**config.mk**
```make
export PLATFORM = sky130hd
export DESIGN_NAME = stage_sequencer
export DESIGN_NICKNAME = d
export VERILOG_FILES = /design/src/rtl/stage_sequencer_pkg.sv /design/src/rtl/stage_path_decode.sv /design/src/rtl/stage_sequencer.sv
export SDC_FILE = /design/constraint.sdc
export NUM_CORES = 1
export LEC_CHECK = 0
export ABC_AREA = 1
export CORE_UTILIZATION = 49
export CTS_CLUSTER_DIAMETER = 120
export DETAILED_ROUTE_END_ITERATION = 8
export PLACE_DENSITY = 0.91
export SYNTH_ARGS = -nofsm -noshare
export SYNTH_HDL_FRONTEND = slang
export SYNTH_SLANG_ARGS = --single-unit
```
**constraint.sdc**
```tcl
create_clock -name clock -period 2 [get_ports clock]
set_input_delay 0.6 -clock clock [delete_from_list [all_inputs] [get_ports clock]]
set_output_delay 0.6 -clock clock [all_outputs]
set_load 0.005 [all_outputs]
```
**src/rtl/stage_sequencer_pkg.sv**
```systemverilog
// Shared encodings for the stage sequencer: FSM states, instruction types and
// I-type function codes.
package stage_sequencer_pkg;

    typedef logic [2:0] state_t;

    localparam state_t StIdle   = 3'd0;
    localparam state_t StFetch  = 3'd1;
    localparam state_t StDecode = 3'd2;
    localparam state_t StExec   = 3'd3;
    localparam state_t StMem    = 3'd4;
    localparam state_t StWb     = 3'd5;
    localparam state_t StHalt   = 3'd6;
    localparam state_t StErr    = 3'd7;

    localparam logic [1:0] TypeR = 2'b00;
    localparam logic [1:0] TypeJ = 2'b01;
    localparam logic [1:0] TypeI = 2'b10;
    localparam logic [1:0] TypeS = 2'b11;

    localparam logic [4:0] FuncAndi = 5'd0;
    localparam logic [4:0] FuncAddi = 5'd1;
    localparam logic [4:0] FuncLw   = 5'd2;
    localparam logic [4:0] FuncSw   = 5'd3;
    localparam logic [4:0] FuncBeq  = 5'd4;

endpackage

```
**src/rtl/stage_path_decode.sv**
```systemverilog
// Maps a captured instruction type/function to the post-EXEC stages it needs.
module stage_path_decode
    import stage_sequencer_pkg::*;
(
    input  logic [1:0] instr_type,
    input  logic [4:0] func_code,
    output logic       needs_mem,
    output logic       needs_wb
);

    // Anything not explicitly listed behaves like an R-type: write-back only.
    always_comb begin
        needs_mem = 1'b0;
        needs_wb  = 1'b1;
        case (instr_type)
            TypeJ: needs_wb = 1'b0;
            TypeI: begin
                case (func_code)
                    FuncLw:  needs_mem = 1'b1;
                    FuncSw: begin
                        needs_mem = 1'b1;
                        needs_wb  = 1'b0;
                    end
                    FuncBeq: needs_wb = 1'b0;
                    default: ;
                endcase
            end
            default: ;
        endcase
    end

endmodule

```
**src/rtl/stage_sequencer.sv**
```systemverilog
// Multi-cycle instruction stage sequencer with retired-instruction counter.
// Optional MEM-stage timeout is enabled by defining MEM_TIMEOUT_EN.
module stage_sequencer
    import stage_sequencer_pkg::*;
#(
    parameter int unsigned MEM_WAIT_MAX = 15,
    parameter int unsigned CNT_WIDTH    = 16
) (
    input  logic                 clock,
    input  logic                 reset_n,
    input  logic                 start,
    input  logic [1:0]           instr_type,
    input  logic [4:0]           func_code,
    input  logic                 stop_bit,
    input  logic                 mem_ready,
    output logic                 en_fetch,
    output logic                 en_decode,
    output logic                 en_execute,
    output logic                 en_memory,
    output logic                 en_write_back,
    output logic                 busy,
    output logic                 halted,
    output logic                 timeout_err,
    output logic [CNT_WIDTH-1:0] retired_count
);

    state_t               state_q, state_d;
    logic [1:0]           type_q;
    logic [4:0]           func_q;
    logic                 stop_q;
    logic [CNT_WIDTH-1:0] count_q;
    logic                 retire;
    logic                 needs_mem, needs_wb;

    stage_path_decode u_path_decode (
        .instr_type (type_q),
        .func_code  (func_q),
        .needs_mem  (needs_mem),
        .needs_wb   (needs_wb)
    );

`ifdef MEM_TIMEOUT_EN
    localparam int unsigned WaitW = (MEM_WAIT_MAX < 2) ? 1 : $clog2(MEM_WAIT_MAX);

    logic [WaitW-1:0] wait_q, wait_d;
    logic             wait_expired;

    // This cycle's stall would bring the count to MEM_WAIT_MAX.
    assign wait_expired = (wait_q == WaitW'(MEM_WAIT_MAX - 1));
`endif

    always_comb begin
        state_d = state_q;
        retire  = 1'b0;
`ifdef MEM_TIMEOUT_EN
        wait_d  = wait_q;
`endif
        case (state_q)
            StIdle, StHalt: if (start) state_d = StFetch;
            StFetch:        state_d = StDecode;
            StDecode:       state_d = StExec;
            StExec: begin
                if (needs_mem) begin
                    state_d = StMem;
`ifdef MEM_TIMEOUT_EN
                    wait_d  = '0;
`endif
                end else if (needs_wb) begin
                    state_d = StWb;
                end else begin
                    retire = 1'b1;
                end
            end
            StMem: begin
                if (mem_ready) begin
                    if (needs_wb) state_d = StWb;
                    else          retire  = 1'b1;
                end
`ifdef MEM_TIMEOUT_EN
                else if (wait_expired) state_d = StErr;
                else                   wait_d  = wait_q + 1'b1;
`endif
            end
            StWb:    retire = 1'b1;
            StErr:   ;
            default: state_d = StIdle;
        endcase
        if (retire) state_d = stop_q ? StHalt : StFetch;
    end

    always_ff @(posedge clock or negedge reset_n) begin
        if (!reset_n) begin
            state_q <= StIdle;
            type_q  <= '0;
            func_q  <= '0;
            stop_q  <= 1'b0;
            count_q <= '0;
        end else begin
            state_q <= state_d;
            if (state_q == StDecode) begin
                type_q <= instr_type;
                func_q <= func_code;
                stop_q <= stop_bit;
            end
            if (retire) count_q <= count_q + 1'b1;
        end
    end

`ifdef MEM_TIMEOUT_EN
    always_ff @(posedge clock or negedge reset_n) begin
        if (!reset_n) wait_q <= '0;
        else          wait_q <= wait_d;
    end

    assign timeout_err = (state_q == StErr);
`else
    assign timeout_err = 1'b0;
`endif

    assign en_fetch      = (state_q == StFetch);
    assign en_decode     = (state_q == StDecode);
    assign en_execute    = (state_q == StExec);
    assign en_memory     = (state_q == StMem);
    assign en_write_back = (state_q == StWb);
    assign busy          = !((state_q == StIdle) || (state_q == StHalt) || (state_q == StErr));
    assign halted        = (state_q == StHalt);
    assign retired_count = count_q;

endmodule

```
==> results of run 1 <==
-- synth_stat cells, drive strengths merged --
| cell | count |
|---|---|
| or2 | 1 |
| nand2 | 81 |
| nor2 | 18 |
| nor4 | 2 |
| xor2 | 9 |
| o21ai | 10 |
| ha | 1 |
| nand3 | 9 |
| dfrtp | 27 |
| buf | 3 |
| clkbuf | 1 |
| a21oi | 2 |
| nor3 | 9 |
| conb | 1 |
| inv | 29 |
| nand4 | 4 |
| xnor2 | 2 |
-- critical path, stage by stage, from the launching register on --
cell                       delay [ns]
sky130_fd_sc_hd__dfrtp_1         0.45
sky130_fd_sc_hd__buf_6           0.14
sky130_fd_sc_hd__nor2_4          0.08
sky130_fd_sc_hd__buf_6           0.10
sky130_fd_sc_hd__nand2_1         0.05
sky130_fd_sc_hd__o21ai_2         0.07
sky130_fd_sc_hd__nor2_1          0.07
sky130_fd_sc_hd__clkbuf_2        0.11
-- metal layers --
metal | global-route usage | share of wire | vias up
met2 | 0.424 | 0.54 | 37
met3 | 0.0201 | 0.023 | 6
li1 | - | - | 736
met5 | 0 | 0 | -
met1 | 0.238 | 0.43 | 678
met4 | 0.0748 | 0.0079 | 0
-- worst max path at each step --
stage	cells after the start	slack, ns	endpoint	startpoint
after global routing	7	-0.06	busy	state_q[0]
after CTS	7	-0.23	busy	state_q[0]
after global placement	5	0.11	busy	state_q[0]
after floorplan	4	0.43	en_decode	state_q[0]
final	7	0.0007	busy	state_q[0]
after detailed placement	5	0.02	busy	state_q[1]
-- cells in the final DEF, fill, tap and decap left out, drive strengths merged, types with 3 or more instances in the layout --
master | synthesis | layout
inv | 29 | 29
nand3 | 9 | 9
nand2 | 81 | 81
o21ai | 10 | 10
xor2 | 9 | 9
dfrtp | 27 | 27
nor2 | 18 | 18
nor3 | 9 | 9
dlygate4sd2 | 0 | 3
clkdlybuf4s50 | 0 | 27
nand4 | 4 | 4
clkbuf | 1 | 6
buf | 3 | 14
-- stage by stage --
step / setup TNS, ns / cells
final: 0 / 300
after global routing: -0.0622 / 300
after CTS: -0.226 / 299
after detailed placement: 0 / 287
after global placement: 0 / 287
after floorplan: 0 / 209
-- layout make-up --
cell class | instances | area (um^2)
sequential | 27 | 678
inverter | 29 | 109
timing repair buffer | 47 | 434
clock inverter | 1 | 7.51
multi-input combinational | 149 | 779
tap | 44 | 55.1
clock buffer | 3 | 22.5
fill | 248 | 942
-- cells by family (layout without fill, tap and decap cells) --
family          Yosys count  count (layout)
simple gates            124             124
buf+inv                  33              80
flops                    27              27
compound gates           12              12
xor+xnor                 11              11
fa+ha+maj                 1               1
other cells               1               1
-- registers in the layout, indices dropped and copies added (netlist names) --
register	cells
func_q	5
state_q	3
type_q	2
stop_q	1
retired_count	16
-- timing repair --
action	CTS	global route
endpoints found under the setup margin	7	4
buffers inserted	8	1
gates resized for setup	27	6
pin swaps	3	3
-- power by group --
part / switching, W / internal [W] / total (W)
clock: 0.000168 / 0.0000765 / 0.000244
sequential: 0.000178 / 0.000731 / 0.000909
combinational: 0.000758 / 0.000657 / 0.00142
total: 0.00110 / 0.00146 / 0.00257
==> parameters.txt, run 1 <==
Parameter                              Value

Placement
  Routability congestion estimate    0.877
  # port buffers    34
  Setup slack after placement    0.0229 ns
  Area after detailed placement    1960 um^2
  Total half-perimeter wirelength after legalization and detailed placement    2510 um

STA
  Count of endpoints failing hold in the final timing report    0
  Max Freq    0.500 GHz
  Count of final max-slew check failures    0
  Final period demand of the worst path    2.00 ns
  Worst Hold Margin    0.522 ns
  Setup-failing EPs final    0
  Final WS setup    0.000738 ns
  Final cycle utilization of the critical path    1.00
  RSZ-0062 raised after global routing    yes
  Largest clock skew in the final design    0.00347 ns

Setup path
  Nature of the critical path endpoint    output port
  Worst path arrival time    1.40 ns
  Crit Reg-Reg Endpoint    retired_count[15]
  Minimum setup slack among reg-to-reg paths    0.29 ns
  Crit path kind    reg2out
  Worst Setup Start Kind    flop
  R2R Path Start    state_q[0]
  Critical Path Fanout Max    3
  Data required time of the worst path    1.40 ns
  Cell depth of the worst flop-to-flop path    12

Synthesis
  Gate count after technology mapping    209
  Post-synthesis cell type with the largest combined area    sky130_fd_sc_hd__dfrtp_1
  Avg Inst Size Synth    7.41 um^2
  Netlist area before placement    1550 um^2
  Fraction of post-synthesis cell area in the top cell type by area    0.437
  Nets in the synthesized netlist    222
  Distinct cell type count after synthesis    23
  Post-synthesis xor/xnor area fraction    0.0719
  Area fraction in and, or, nand and nor cells after synthesis    0.352
  Synth Area in Adders    0.00808
  Sequential cell area fraction in the yosys report    0.437
  Warning count from the yosys run    0
  Multiplexer share of the synthesized area    0
  Cell types with the largest area share after synthesis    sky130_fd_sc_hd__dfrtp_1 (44%), sky130_fd_sc_hd__nand2_1 (18%), sky130_fd_sc_hd__inv_1 (6.5%)
  Combinational family with the most area after synthesis    simple AND/OR/NAND/NOR gates
  Post-synthesis sequential element count    27
  Synthesized-area fraction occupied by ao, oa, aoi and oai cells    0.0388

CTS
  Number of buffers created by CTS    3
  Clock tree from TritonCTS    yes
  Number of buffers on the longest clock path    2
  Clock insertion delay at the later pin of the skew report    0.33 ns
  Reg clk slew, reported paths    0.15 ns
  # hold bufs at CTS    0
  Number of clock sinks    27
  H-tree Lvls    1
  Root buffer cell    sky130_fd_sc_hd__clkbuf_4

Hold path
  Hold depth    2
  Path category of the worst min-delay check    reg2reg
  Hold path endpoint    func_q[4]
  Startpoint of the tightest hold check path    func_q[4]

Die
  Floorplan die area    3390 um^2
  Die width    58.2 um
  Initial core utilization    0.511
  Site Rows    20
  Height of the chip    58.2 um
  Top Ports    36
  Core Box Area    3030 um^2

Power
  Worst-case vdd ir drop    0.885 mV
  Power per Cell Area    1230 nW/um^2
  Leakage    1.01 nW
  Final Power    0.00257 W

Run
  Number of max-cap violations    0

Detailed routing
  Number of DRC markers in iteration 0    44
  Via Count    1457
  Antenna viol nets, final    0
  Vias/cell    4.86
  Routed wirelength normalized by instance count    11.3 um
  Detailed-routing iteration count for the pre-antenna-repair pass    4
  Final Routed Wirelength    3400 um
  Number of design rule violations left after detail routing    0

Global route
  Maximum number of pins on one net before global-route repair    28
  GRT Resource Usage Total    0.215
  Number of antenna violations at the first check in global routing    0
  Vias in the first global route    1412
  Gr ovfl total    0
  Global-route wire length before repair    5640 um

Final layout
  Total inserted antenna cells    0
  Net count reported at finish    270
  Area Overhead vs Synth    34.8%
  Layout Utilization    0.689
  Share of layout cells above drive strength 1    0.176
  Final design area excluding fillers    2090 um^2

Status
  Run status    finished, final reports clean
No activity file was read; power rests on OpenSTA's default activity.
==> run 2, diff against run 1 <==
Settings changed: CORE_ASPECT_RATIO from default to 0.6.
==> parameters.txt, run 2 (synthesis results as in run 1) <==
Parameter                              Value

Global route
  Gr ovfl total    0 (unchanged)
  Vias in the first global route    1211 (-14%)
  Number of antenna violations at the first check in global routing    0 (unchanged)
  Global-route wire length before repair    5890 um (+4.4%)
  Maximum number of pins on one net before global-route repair    28 (unchanged)
  GRT Resource Usage Total    0.237 (+0.0217)

Final layout
  Area Overhead vs Synth    35.8%
  Footprint of the multi-input gates    787 um^2 (+0.96%)
  Most common library cell in the layout ignoring fill and taps    sky130_fd_sc_hd__nand2_1
  Total inserted antenna cells    0 (unchanged)
  Share of layout cells above drive strength 1    0.161 (-0.0144)
  Flip-flop count of the largest register, all copies and words added    16 (unchanged)
  Net count reported at finish    268 (-0.74%)
  Footprint of the flip-flops and latches    679 um^2 (+0.18%)
  Layout filler cell count    210 (-15%)
  Commonest cells after routing, fill and taps aside    sky130_fd_sc_hd__nand2_1 (72), sky130_fd_sc_hd__clkdlybuf4s50_1 (27), sky130_fd_sc_hd__inv_1 (26), sky130_fd_sc_hd__dfrtp_1 (24), sky130_fd_sc_hd__nor2_1 (15)
  Final design area excluding fillers    2100 um^2 (+0.78%)

Detailed routing
  Routed wirelength normalized by instance count    15.1 um (+33%)
  Number of DRC markers in iteration 0    294 (+570%)
  Vias/cell    5.35 (+10%)
  Met3 wire len    462 um (+500%)
  Routed metal-1 wirelength    1960 um (+36%)
  Detailed-routing iteration count for the pre-antenna-repair pass    6 (+2)
  Top metal layer carrying routed signals    met4
  Number of design rule violations left after detail routing    0 (unchanged)
  Via Count    1583 (+8.6%)
  Antenna viol nets, final    0 (unchanged)
  Final Routed Wirelength    4470 um (+31%)
  Met2 layer wire length in the routed design    1940 um (+4.8%)

Setup path
  Critical Path Source    state_q[1]
  Worst Setup Start Kind    flop
  Worst path arrival time    1.43 ns (+0.03 ns)
  Minimum setup slack among reg-to-reg paths    0.27 ns (-0.02 ns)
  Largest stage delay on the critical path    0.51 ns (+0.06 ns)
  Data required time of the worst path    1.40 ns (about the same)
  Crit path cell chain    buf_4, nor3_4, clkdlybuf4s15_1
  R2R Path Start    state_q[2]
  Cell depth of the worst flop-to-flop path    12 (unchanged)
  Nature of the critical path endpoint    output port
  Critical Path Fanout Max    5 (+2)
  Crit path kind    reg2out
  Crit Reg-Reg Endpoint    state_q[0]
  CP max stage cell    sky130_fd_sc_hd__dfrtp_2

Hold path
  Startpoint of the tightest hold check path    func_q[4]
  Path category of the worst min-delay check    reg2reg
  Hold path endpoint    func_q[4]
  Hold depth    2 (unchanged)

Placement
  Setup slack after placement    0.0407 ns (+0.0178 ns)
  # port buffers    34 (unchanged)
  Total half-perimeter wirelength after legalization and detailed placement    2630 um (+4.5%)
  Area after detailed placement    1930 um^2 (-1.2%)
  Routability congestion estimate    0.867 (-1.2%)

Power
  Share of power burned in the clock network    0.117 (+0.022)
  Int Pwr    0.00150 W (+2.1%)
  Leakage    1.03 nW (+2.4%)
  Power per Cell Area    1300 nW/um^2 (+5.9%)
  Register share of total power    0.346 (-0.008)
  Worst-case vdd ir drop    0.985 mV (+11%)
  Net switching power    0.00125 W (+13%)
  Switching part of the total power    0.454 (+0.0244)
  Power share of the combinational group    0.537 (-0.014)

CTS
  # hold bufs at CTS    0 (unchanged)
  Number of buffers created by CTS    3 (unchanged)
  Reg clk slew, reported paths    0.10 ns (-0.05 ns)
  Number of clock sinks    27 (unchanged)
  Clock tree from TritonCTS    yes
  Number of buffers on the longest clock path    2 (unchanged)
  H-tree Lvls    1 (unchanged)
  Clock insertion delay at the later pin of the skew report    0.28 ns (-0.05 ns)
  Root buffer cell    sky130_fd_sc_hd__clkbuf_8

STA
  Count of endpoints failing hold in the final timing report    0 (unchanged)
  Largest clock skew in the final design    0.0112 ns (+0.00777 ns)
  Final period demand of the worst path    2.03 ns (+0.0340 ns)
  Count of final max-slew check failures    0 (unchanged)
  Max Freq    0.492 GHz (-1.7%)
  Final WS setup    -0.0333 ns (-0.0340 ns)
  Final cycle utilization of the critical path    1.02 (+0.0170)
  Setup-failing EPs final    1 (+1)

Die
  Height of the chip    45.5 um (-22%)
  Die width    74.6 um (+28%)
  Core Box Area    2930 um^2 (-3.3%)
  Site Rows    15 (-25%)
  Floorplan die area    3390 um^2 (+0.22%)
  Initial core utilization    0.529 (+0.0175)
  Top Ports    36 (unchanged)

Status
  Failing checks    negative setup slack
  Run status    complete, but fails checks

Run
  Number of max-cap violations    0 (unchanged)
run 2: timing repair:
item / 4_1_cts / 5_1_grt
gates resized for setup: 17 / 15
setup buffers: 4 / 4
setup endpoints to repair: 7 / 4
run 2: cell type report:
class                      count  area share
multi-input combinational    149       0.374
timing repair buffer          45       0.202
tap                           42      0.0250
inverter                      29      0.0542
clock buffer                   4      0.0214
sequential                    27       0.323
run 2: layer usage:
layer | track usage | up-vias
li1 | - | 730
met1 | 0.377 | 722
met2 | 0.326 | 112
met3 | 0.0575 | 19
met4 | 0.0415 | 0
met5 | 0 | -
run 2: critical path, delay by kind of cell, from the launching register on:
kind                   cells  cell delay (ns)
AND/OR/NAND/NOR            1             0.22
flip-flops                 1             0.51
buffers and inverters      2             0.43
run 2: metrics by stage:
stage,util,std cells,TNS [ns],power (W),hold WS (ns)
after floorplan,-,209,0,0.00164,0.304
after detailed placement,0.660,284,0,0.00209,0.472
after CTS,0.694,292,-0.264,0.00250,0.493
final,0.718,296,-0.0333,0.00274,0.492
after global placement,0.660,284,0,0.00206,0.457
after global routing,0.718,296,-0.0343,0.00291,0.523
run 2: worst max-delay path by stage:
stage	endpoint	slack, ns	cells past startpoint
after floorplan	en_decode	0.43	4
after global placement	retired_count[15]	0.09	8
after global routing	en_write_back	-0.03	3
after CTS	en_fetch	-0.13	2
after detailed placement	busy	0.04	5
final	en_write_back	-0.03	3
run 2: power groups by stage:
stage / combinational [W] / sequential, W / clock, W
5_1_grt: 0.00161 / 0.000965 / 0.000342
6_report: 0.00147 / 0.000949 / 0.000320
3_3_place_gp: 0.00116 / 0.000906 / 0
3_5_place_dp: 0.00118 / 0.000909 / 0
2_1_floorplan: 0.000756 / 0.000886 / 0
4_1_cts: 0.00126 / 0.000919 / 0.000319
==> run 3, diff against run 2 <==
Settings changed: CORE_UTILIZATION 49 to 62, DONT_BUFFER_PORTS from default to 1, PLACE_DENSITY 0.91 to 0.9.
==> parameters.txt, run 3 (synthesis results as in run 1) <==
Parameter                              Value

Placement
  Setup slack after placement    0.212 ns (+0.171 ns)
  # port buffers    0 (-100%)
  Routability congestion estimate    0.849 (-2.0%)
  Total half-perimeter wirelength after legalization and detailed placement    2570 um (-2.0%)

STA
  Final period demand of the worst path    1.92 ns (-0.109 ns)
  Worst Hold Margin    0.432 ns (-0.0601 ns)
  Pin slew with the least headroom to its limit    0.643 ns
  Setup-failing EPs final    0 (-1)
  TNS Setup    0 ns (+0.0333 ns)
  Count of final max-slew check failures    0 (unchanged)
  Max Freq    0.520 GHz (+5.6%)
  Worst-case headroom to the max-slew limit    0.570
  Largest clock skew in the final design    0.00643 ns (-0.00481 ns)
  Final WS setup    0.0754 ns (+0.109 ns)
  Final cycle utilization of the critical path    0.962 (-0.0543)
  Count of endpoints failing hold in the final timing report    0 (unchanged)
  RSZ-0062 raised after global routing    no

Die
  Top Ports    36 (unchanged)
  Height of the chip    40.7 um (-11%)
  Core Box Area    2260 um^2 (-23%)
  Die width    66.5 um (-11%)
  Site Rows    13 (-2)
  Floorplan die area    2710 um^2 (-20%)
  Initial core utilization    0.685 (+0.156)

Detailed routing
  Via Count    1327 (-16%)
  Routed wirelength normalized by instance count    13.7 um (-9.4%)
  Detailed-routing iteration count for the pre-antenna-repair pass    4 (-2)
  Number of DRC markers in iteration 0    181 (-38%)
  Final Routed Wirelength    3310 um (-26%)
  Antenna viol nets, final    0 (unchanged)
  Vias/cell    5.48 (+2.5%)
  Number of design rule violations left after detail routing    0 (unchanged)

CTS
  Root buffer cell    sky130_fd_sc_hd__clkbuf_8
  Post-CTS setup buffer count    0 (-4)
  Number of buffers on the longest clock path    2 (unchanged)
  Reg clk slew, reported paths    0.09 ns (about the same)
  Clock tree from TritonCTS    yes
  Number of buffers created by CTS    3 (unchanged)
  Clock insertion delay at the later pin of the skew report    0.28 ns (about the same)
  H-tree Lvls    1 (unchanged)
  Number of clock sinks    27 (unchanged)

Setup path
  Nature of the critical path endpoint    output port
  Critical Path Fanout Max    4 (-1)
  Data required time of the worst path    1.40 ns (about the same)
  Crit path kind    reg2out
  Worst Setup Start Kind    flop
  Worst path arrival time    1.32 ns (-0.11 ns)

Run
  Number of max-cap violations    0 (unchanged)

Global route
  Gr ovfl total    0 (unchanged)
  Global-route wire length before repair    5250 um (-11%)
  GRT Resource Usage Total    0.284 (+0.0472)
  Vias in the first global route    1128 (-6.9%)
  Maximum number of pins on one net before global-route repair    24 (-14%)
  Number of antenna violations at the first check in global routing    0 (unchanged)

Power
  Worst-case vdd ir drop    0.682 mV (-31%)
  Final Power    0.00217 W (-21%)
  Leakage    0.805 nW (-22%)
  Power per Cell Area    1330 nW/um^2 (+1.9%)

Final layout
  Net count reported at finish    226 (-16%)
  Total inserted antenna cells    0 (unchanged)
  Commonest cells after routing, fill and taps aside    sky130_fd_sc_hd__nand2_1 (75), sky130_fd_sc_hd__inv_1 (27), sky130_fd_sc_hd__dfrtp_1 (27), sky130_fd_sc_hd__nor2_1 (16), sky130_fd_sc_hd__o21ai_0 (10)
  Most common library cell in the layout ignoring fill and taps    sky130_fd_sc_hd__nand2_1
  Share of layout cells above drive strength 1    0.0991 (-0.0624)
  Flip-flop count of the largest register, all copies and words added    16 (unchanged)
  Area Overhead vs Synth    5.42%

Status
  Run status    finished, final reports clean

Hold path
  Path category of the worst min-delay check    in2reg
-- run 3: layer usage --
layer,vias to the layer above,share of wire,track usage
li1,644,-,-
met1,610,0.47,0.378
met2,63,0.41,0.416
met3,10,0.11,0.117
met4,0,0.018,0.117
met5,-,0,0
-- run 3: path summary, 6_finish.rpt --
| check | from | end | slack [ns] | cells past startpoint |
|---|---|---|---|---|
| setup / recovery | state_q[0] | busy | 0.08 | 4 |
| hold / removal | func_code[3] | func_q[3] | 0.43 | 2 |
| setup reg to reg | state_q[1] | retired_count[9] | 0.23 | 10 |
| hold reg to reg | func_q[4] | func_q[4] | 0.50 | 2 |
| max in group asynchronous | reset_n | retired_count[14] | 0.81 | 1 |
| min in group asynchronous | reset_n | func_q[2] | 0.74 | 1 |
-- run 3: repair_timing --
action                                 CTS  global route
setup endpoints to repair                0             1
endpoints found under the hold margin   12            15
gates resized for setup                  0             1
hold buffers                             1             1
-- run 3: final cells by class --
type | count | area [um^2]
clock buffer | 3 | 41.3
clock inverter | 1 | 5.00
fill | 156 | 629
inverter | 29 | 109
multi-input combinational | 149 | 736
sequential | 27 | 676
tap | 30 | 37.5
timing repair buffer | 3 | 27.5
-- run 3: per-stage QoR --
stage | cell area (um^2) | instances | utilization
2_1_floorplan | 1550 | 209 | -
3_3_place_gp | 1560 | 236 | 0.691
3_5_place_dp | 1560 | 236 | 0.691
4_1_cts | 1620 | 241 | 0.716
5_1_grt | 1630 | 242 | 0.722
6_report | 1630 | 242 | 0.722
-- run 3: critical path, cell delays in order, from the launching register on --
cell                      delay (ns)
sky130_fd_sc_hd__dfrtp_1        0.41
sky130_fd_sc_hd__inv_1          0.14
sky130_fd_sc_hd__nand2_1        0.11
sky130_fd_sc_hd__o21ai_0        0.27
sky130_fd_sc_hd__nor2_1         0.11
-- run 3: power by group --
| group | total [W] | leakage [nW] | internal, W | switching (W) |
|---|---|---|---|---|
| logic | 0.000923 | 0.445 | 0.000303 | 0.000620 |
| clock network | 0.000311 | 0.0255 | 0.000140 | 0.000171 |
| registers | 0.000935 | 0.334 | 0.000729 | 0.000206 |
| total | 0.00217 | 0.805 | 0.00117 | 0.000997 |
